**src/rtl/sigdel_seq.sv**
```systemverilog
// Conversion sequencer for the sigma-delta ADC datapath: config latch, settle discard, result capture.
// Optional result averaging is enabled with `define SIGDEL_SEQ_AVG_EN.
module sigdel_seq #(
  parameter int unsigned DW       = 16,
  parameter int unsigned CFG_WAIT = 4,
  parameter int unsigned AVG_LOG2 = 2
) (
  input  logic          clk,
  input  logic          rst_n,
  input  logic          start,
  input  logic          stop,
  input  logic          cont,
  input  logic [5:0]    cfg_in,
  input  logic          conv_stb,
  input  logic [DW-1:0] conv_data,
  input  logic          res_ready,
  output logic [5:0]    cfg_out,
  output logic [DW-1:0] res_data,
  output logic          res_valid,
  output logic          busy,
  output logic          overrun,
  output logic [2:0]    state
);

  localparam int unsigned CW = $clog2(CFG_WAIT + 4);

  typedef enum logic [2:0] {
    S_IDLE    = 3'd0,
    S_CONFIG  = 3'd1,
    S_SETTLE  = 3'd2,
    S_CONVERT = 3'd3
  } state_e;

  state_e        state_q, state_d;
  logic [5:0]    cfg_q, cfg_d;
  logic          cont_q, cont_d;
  logic [CW-1:0] cnt_q, cnt_d;
  logic [DW-1:0] res_data_q, res_data_d;
  logic          res_valid_q, res_valid_d;
  logic          overrun_q, overrun_d;
  logic          busy_q, busy_d;

  logic          stb_cvt;
  logic          cap;
  logic [DW-1:0] cap_data;

  // A strobe coinciding with stop is dropped.
  assign stb_cvt = (state_q == S_CONVERT) && conv_stb && !stop;

`ifdef SIGDEL_SEQ_AVG_EN
  localparam int unsigned AW = DW + AVG_LOG2;
  localparam int unsigned NW = (AVG_LOG2 > 0) ? AVG_LOG2 : 1;

  logic [AW-1:0] acc_q, acc_d, acc_sum;
  logic [NW-1:0] nacc_q, nacc_d;
  logic          last;

  // Accumulator is held at zero outside CONVERT, so it starts clean on entry.
  always_comb begin
    acc_d    = acc_q;
    nacc_d   = nacc_q;
    acc_sum  = acc_q + AW'(conv_data);
    last     = (nacc_q == NW'((1 << AVG_LOG2) - 1));
    cap      = stb_cvt && last;
    cap_data = DW'(acc_sum >> AVG_LOG2);
    if ((state_q != S_CONVERT) || stop) begin
      acc_d  = '0;
      nacc_d = '0;
    end else if (conv_stb) begin
      if (last) begin
        acc_d  = '0;
        nacc_d = '0;
      end else begin
        acc_d  = acc_sum;
        nacc_d = nacc_q + NW'(1);
      end
    end
  end

  always_ff @(posedge clk or negedge rst_n) begin
    if (!rst_n) begin
      acc_q  <= '0;
      nacc_q <= '0;
    end else begin
      acc_q  <= acc_d;
      nacc_q <= nacc_d;
    end
  end
`else
  always_comb begin
    cap      = stb_cvt;
    cap_data = conv_data;
  end
`endif

  // Next-state, handshake and sticky overrun.
  always_comb begin
    state_d     = state_q;
    cfg_d       = cfg_q;
    cont_d      = cont_q;
    cnt_d       = cnt_q;
    res_data_d  = res_data_q;
    res_valid_d = res_valid_q;
    overrun_d   = overrun_q;

    if (res_valid_q && res_ready) begin
      res_valid_d = 1'b0;
    end
    if (cap) begin
      res_data_d  = cap_data;
      res_valid_d = 1'b1;
      if (res_valid_q && !res_ready) begin
        overrun_d = 1'b1;
      end
    end

    if (stop) begin
      state_d = S_IDLE;
      cnt_d   = '0;
    end else begin
      case (state_q)
        S_IDLE: begin
          if (start) begin
            cfg_d     = cfg_in;
            cont_d    = cont;
            overrun_d = 1'b0;
            cnt_d     = '0;
            state_d   = S_CONFIG;
          end
        end
        S_CONFIG: begin
          if (cnt_q == CW'(CFG_WAIT - 1)) begin
            cnt_d   = CW'(cfg_q[5:4]);
            state_d = S_SETTLE;
          end else begin
            cnt_d = cnt_q + CW'(1);
          end
        end
        S_SETTLE: begin
          // cnt_q holds the number of filter results still to discard.
          if (cnt_q == '0) begin
            state_d = S_CONVERT;
          end else if (conv_stb) begin
            cnt_d = cnt_q - CW'(1);
            if (cnt_q == CW'(1)) begin
              state_d = S_CONVERT;
            end
          end
        end
        S_CONVERT: begin
          if (cap && !cont_q) begin
            state_d = S_IDLE;
          end
        end
        default: begin
          state_d = S_IDLE;
          cnt_d   = '0;
        end
      endcase
    end

    busy_d = (state_d != S_IDLE);
  end

  always_ff @(posedge clk or negedge rst_n) begin
    if (!rst_n) begin
      state_q     <= S_IDLE;
      cfg_q       <= '0;
      cont_q      <= 1'b0;
      cnt_q       <= '0;
      res_data_q  <= '0;
      res_valid_q <= 1'b0;
      overrun_q   <= 1'b0;
      busy_q      <= 1'b0;
    end else begin
      state_q     <= state_d;
      cfg_q       <= cfg_d;
      cont_q      <= cont_d;
      cnt_q       <= cnt_d;
      res_data_q  <= res_data_d;
      res_valid_q <= res_valid_d;
      overrun_q   <= overrun_d;
      busy_q      <= busy_d;
    end
  end

  assign cfg_out   = cfg_q;
  assign res_data  = res_data_q;
  assign res_valid = res_valid_q;
  assign overrun   = overrun_q;
  assign busy      = busy_q;
  assign state     = state_q;

endmodule

```
**config.mk**
```make
export PLATFORM = sky130hd
export DESIGN_NAME = sigdel_seq
export DESIGN_NICKNAME = d
export VERILOG_FILES = /design/src/rtl/sigdel_seq.sv
export SDC_FILE = /design/constraint.sdc
export NUM_CORES = 1
export LEC_CHECK = 0
export CAP_MARGIN = 20
export CORE_UTILIZATION = 46
export DETAILED_ROUTE_END_ITERATION = 10
export PLACE_DENSITY = 0.84
export SLEW_MARGIN = 20
export SYNTH_ARGS = -nofsm -noshare
export SYNTH_HDL_FRONTEND = slang
export SYNTH_SLANG_ARGS = --single-unit
```
**constraint.sdc**
```tcl
create_clock -name clk -period 2.2 [get_ports clk]
set_input_delay 0.44 -clock clk [delete_from_list [all_inputs] [get_ports clk]]
set_output_delay 0.44 -clock clk [all_outputs]
set_load 0.02 [all_outputs]
```
==> out/qor.yml, run 1 <==
cp.arrival_ns: 1.44
netlist_instances: 106
path_class: "register to output pin"
period_needed_ns: 1.88
critPathTopFamily: "buffers and inverters"
num_io_pins: 57
worst_skew_pair.late_latency_ns: 0.33
ys.warnings.count: 0
cts.clk_slew.worst_paths_ns: 0.10
antenna_found_initial: 0
detail-route-antenna-nets: 0
path_cells: "clkdlybuf4s50_1"
synth_largest_area_cell: "dfrtp_1"
vdd_ir_drop_max_v: 0.000424
setup_viol: 0
drtIter0Drc: 22
antenna_cells_inserted: 0
yosys-top-cells-count: "dfrtp_1, mux2_2, mux2_4"
grt_max_degree: 33
cts-resized-gates: 0
worstPathMaxFanout: 5
grt_first_pass_wirelength_um: 4840
cts_tree: "built"
initial_core_util_pct: 48.4
detailedPlacementHpwl_um: 2200
synth.net_count: 139
timing.clock.skew_ns: 0.0109
critPathCaptureType: "output pin"
postSynthAreaPerCell_sq_um: 13.8
cp.buffers_inverters: 1
cts.root.buffer_cell: "clkbuf_4"
drtPass1Iterations: 4
period_utilisation_layout_pct: 85.4
synthTopCellsByArea: "dfrtp_1, mux2_2, mux2_4"
routed_via_density: 4.97
clock_tree.htree_level_count: 2
critical-path-max-stage-delay_ns: 0.64
numCtsBuffers: 5
area_delta_synth_final_pct: 46.1
synth_top_cell_area_share_pct: 54.6
first_global_vias: 1096
placementRows: 20
dr_total_vias: 1063
avgRoutedWirePerCell_um: 13.8
route.detailed.drc: 0
achievable-frequency_mhz: 532
powerDensity_nw_per_um2: 564
clk_path_buf_depth: 2
distinct_cell_type_count_after_synthesis: 35
drv_slew: 0
grt_setup_unrepaired: "no"
postCtsSetupRepairBufs: 0
dominantRegCellSynth: "dfrtp_1"
synth.cell_area_sq_um: 1470
dieArea_sq_um: 3420
setup-tns-final_ns: 0
hold_viol_final: 0
critical-path-slowest-cell: "clkdlybuf4s50_1"
track_usage_pct: 19.8
cp-start-kind: "register"
post_route_utilization_pct: 70.7
outcome: "finished clean"
net_count_of_the_finished_layout: 202
place_congestion: 0.866
share_of_the_yosys_chip_area_belonging_to_registers_pct: 54.6
grt_remaining_overflow: 0
clock-sinks: 32
die_extent_in_x_um: 58.5
most_numerous_cell_in_the_yosys_netlist: "dfrtp_1"
p_leak_nw: 0.966
worstPathRequired_ns: 1.76
core_region_area_sq_um: 3030
floorplan.die.height_um: 58.5
final_layout_size_suffix_gt1_share_pct: 24.1
drt_wl_total_um: 2950
synth_enable_flop_cells: 0
postSynthRegisterBits: 32
synth-async-reset-ratio_pct: 100
port-buffer-count: 56
worst_hold_path_type: "input pin to async pin"
max_cap_viols: 0
cts.hold.buffers_added: 0
worst reg2reg max path: cells and delay by family, from the launching register on:
| kind | cells | cell delay [ns] |
|---|---|---|
| DFF | 1 | 0.43 |
| and+or+nand+nor | 1 | 0.35 |
| AOI/OAI and AO/OA | 2 | 0.34 |
| muxes | 1 | 0.24 |
| adders and majority gates | 1 | 0.19 |
report_power, final:
part | internal [mW] | switching (mW) | leakage (nW) | total, mW
Sequential | 0.621 | 0.0204 | 0.428 | 0.641
Combinational | 0.127 | 0.0917 | 0.500 | 0.218
Clock | 0.152 | 0.197 | 0.0380 | 0.349
metal layers:
| metal | up-vias | routed length (um) | global-route usage, % |
|---|---|---|---|
| met4 | 0 | 49 | 7.14 |
| li1 | 504 | - | - |
| met5 | - | 0 | 0 |
| met1 | 516 | 1320 | 25.0 |
| met2 | 38 | 1430 | 31.5 |
| met3 | 5 | 158 | 7.25 |
cells in the final DEF, fill, tap and decap left out, types with 2 or more instances in the layout:
cell type,count
mux2_4,8
clkdlybuf4s50_1,56
o21a_1,2
nor2_1,3
buf_4,3
ha_1,4
mux2i_1,2
nand2b_1,3
nor3_1,2
o32ai_1,2
dfrtp_1,32
or2_2,2
inv_1,3
a22o_1,2
nor2b_1,2
nand2_1,2
clkinv_2,2
clkbuf_4,5
mux2_2,15
a21oi_1,3
flip-flops by register name, summed over array words and instances (netlist names):
name / flops
busy: 1
cfg_out: 6
cnt_q: 3
cont_q: 1
overrun: 1
res_data: 16
res_valid: 1
state: 3
logic make-up after synthesis:
| family | count (synthesis) | synth area share [%] |
|---|---|---|
| DFF | 32 | 54.6 |
| muxes | 25 | 21.1 |
| and+or+nand+nor | 23 | 10.7 |
| AOI/OAI and AO/OA | 15 | 7.59 |
| buffers and inverters | 6 | 2.39 |
| adders and majority gates | 4 | 3.41 |
| other | 1 | 0.256 |
per-stage QoR:
stage	total power [mW]	worst slack (ns)	instances	cell area, sq um	hold slack, ns
floorplan	0.736	0.729	106	1470	0.144
global placement	0.867	0.190	206	2080	0.474
detailed placement	0.875	0.131	206	2080	0.483
CTS	1.23	0.297	214	2140	0.488
global route	1.27	0.235	214	2140	0.516
finish	1.21	0.321	214	2140	0.486
cell type report:
type	count	area (sq um)
clock inverter	2	10.0
clock buffer	6	51.3
sequential	32	801
multi-input combinational	68	631
fill	222	886
timing repair buffer	59	583
tap	44	55.1
inverter	3	11.3
final timing paths:
path / end / from / depth (start not counted) / slack, ns
max in group asynchronous: res_data[9] / rst_n / 2 / 1.43
min reg2reg: overrun / overrun / 1 / 0.51
max: state[2] / state[2] / 1 / 0.32
max reg2reg: cnt_q[1] / cnt_q[0] / 5 / 0.54
min: state[0] / rst_n / 2 / 0.49
min in group clk: overrun / overrun / 1 / 0.51
Note: power is estimated with default switching activity, not from simulation.
==> run 2: changes to the inputs <==
- CORE_ASPECT_RATIO: default -> 1.4
- GPL_ROUTABILITY_DRIVEN: default -> 0
==> run 2 against run 1 <==
  * Sequential share of layout area decreased by 0.087 points
  * Utilization rose by 2.4 points
  * Global-route usage is 2.9 points higher
  * Clock-buffer cell count grew 2
  * Non-clock buffer count shrank 2
  * First-iteration DRC count down 32%
  * Critical path type unchanged
==> out/qor.yml, run 2 (synthesis results as in run 1) <==
outcome: "finished clean"
reg2reg_slack_ns: 0.51
mostFrequentLayoutCells: "clkdlybuf4s50_1, dfrtp_1, mux2_2"
dr_total_vias: 1086
cp.buffers_inverters: 1
drv_slew: 0
global_route.usage.met3_pct: 8.99
sw_frac_of_total_pct: 24.1
achievable-frequency_mhz: 508
critical-path-max-stage-delay_ns: 0.68
drt_wl_total_um: 3200
grt_remaining_overflow: 0
area_delta_synth_final_pct: 46.4
postCtsSetupRepairBufs: 0
max_cap_viols: 0
largest_register_ffs: 16
critPathTopFamily: "buffers and inverters"
timing.clock.skew_ns: 0.0101
period_needed_ns: 1.97
cp-start-kind: "register"
cp.arrival_ns: 1.53
drtPass1Iterations: 4
globalRouteMet2Util_pct: 39.5
numCtsBuffers: 5
grt_first_pass_wirelength_um: 5540
timing.hold.worst_path_depth: 1
path_class: "register to output pin"
worstPathMaxFanout: 12
num_io_pins: 57
cts.hold.buffers_added: 0
dpl_worst_slack_ns: 0.120
core_region_area_sq_um: 2940
fin_worst_hold_slack_ns: 0.499
worst-r2r-cell-count: 5
die_extent_in_x_um: 49.7
final_layout_size_suffix_gt1_share_pct: 22.0
startpoint: "state[0]"
clk_path_buf_depth: 2
first_global_vias: 1186
antenna_cells_inserted: 0
worstPathRequired_ns: 1.76
worst_hold_path_type: "register to register"
worst_hold_path.endpoint: "overrun"
floorplan.die.height_um: 68.8
cts_tree: "built"
finalWorstSetupSlack_ns: 0.232
rr_startpoint: "cnt_q[0]"
vdd_ir_drop_max_v: 0.000497
power_frac_comb_pct: 16.4
route.detailed.drc: 0
critical-path-slowest-cell: "clkdlybuf4s50_1"
most_used_routing_layer: "met2"
power.net_switching_mw: 0.318
worst_skew_pair.late_latency_ns: 0.28
clock-sinks: 32
post_route_utilization_pct: 73.1
worstHoldStart: "overrun"
cts.root.buffer_cell: "clkbuf_8"
routed_via_density: 5.30
p_leak_nw: 0.962
powerDensity_nw_per_um2: 615
critPathCaptureType: "output pin"
detailedPlacementHpwl_um: 2370
avgRoutedWirePerCell_um: 15.6
net_count_of_the_finished_layout: 200
grt_setup_unrepaired: "no"
power.internal_mw: 1.00
grt_max_degree: 33
placementRows: 23
dieArea_sq_um: 3420
setup_viol: 0
setup-tns-final_ns: 0
clkPwrFrac_pct: 34.9
cts.clk_slew.worst_paths_ns: 0.06
drtIter0Drc: 15
num-fill-cells: 230
path_cells: "clkdlybuf4s50_1"
cts-resized-gates: 0
port-buffer-count: 56
power.sequential.fraction_pct: 48.8
timing.rr.end: "cnt_q[1]"
antenna_found_initial: 0
hold_viol_final: 0
initial_core_util_pct: 50.0
use_met1_pct: 24.2
track_usage_pct: 22.7
period_utilisation_layout_pct: 89.4
detail-route-antenna-nets: 0
clock_tree.htree_level_count: 2
most_common_library_cell_in_the_layout_ignoring_fill_and_taps: "clkdlybuf4s50_1"
[run 2: changes by cell type in the layout (fill, tap and decap cells not counted), sizes merged]
cell / previous run / this run
buf: 3 / 1
clkbuf: 6 / 8
clkinv: 2 / 0
[run 2: final cells by class]
cell class,instances,area [sq um],share of cell area [%]
Inverter,3,11.3,0.524
Sequential cell,32,801,37.3
Clock buffer,8,90.1,4.20
Tap cell,37,46.3,2.16
Multi-Input combinational cell,68,631,29.4
Timing Repair Buffer,57,568,26.5
[run 2: per-stage QoR]
step | instances | total power, mW | cell area (sq um)
2_1_floorplan | 106 | 0.736 | 1470
3_3_place_gp | 197 | 0.866 | 2060
3_5_place_dp | 197 | 0.874 | 2060
4_1_cts | 205 | 1.34 | 2150
5_1_grt | 205 | 1.39 | 2150
6_report | 205 | 1.32 | 2150
[run 2: power groups by stage]
stage / clock [mW] / combinational, mW / sequential (mW)
after global placement: 0 / 0.212 / 0.654
final: 0.460 / 0.216 / 0.644
after global routing: 0.507 / 0.230 / 0.649
after detailed placement: 0 / 0.218 / 0.655
after floorplan: 0 / 0.0498 / 0.687
after CTS: 0.475 / 0.219 / 0.645
[run 2: worst max-delay path by stage]
stage | to | depth (start not counted)
after floorplan | res_data[10] | 4
after CTS | state[0] | 1
after detailed placement | res_data[11] | 4
after global placement | res_data[14] | 4
final | state[0] | 1
after global routing | state[0] | 1
[run 2: layer usage]
metal	wire length [um]	part of all wire (%)
met2	1720	54
met5	0	0
met3	223	7.0
met4	77	2.4
met1	1180	37
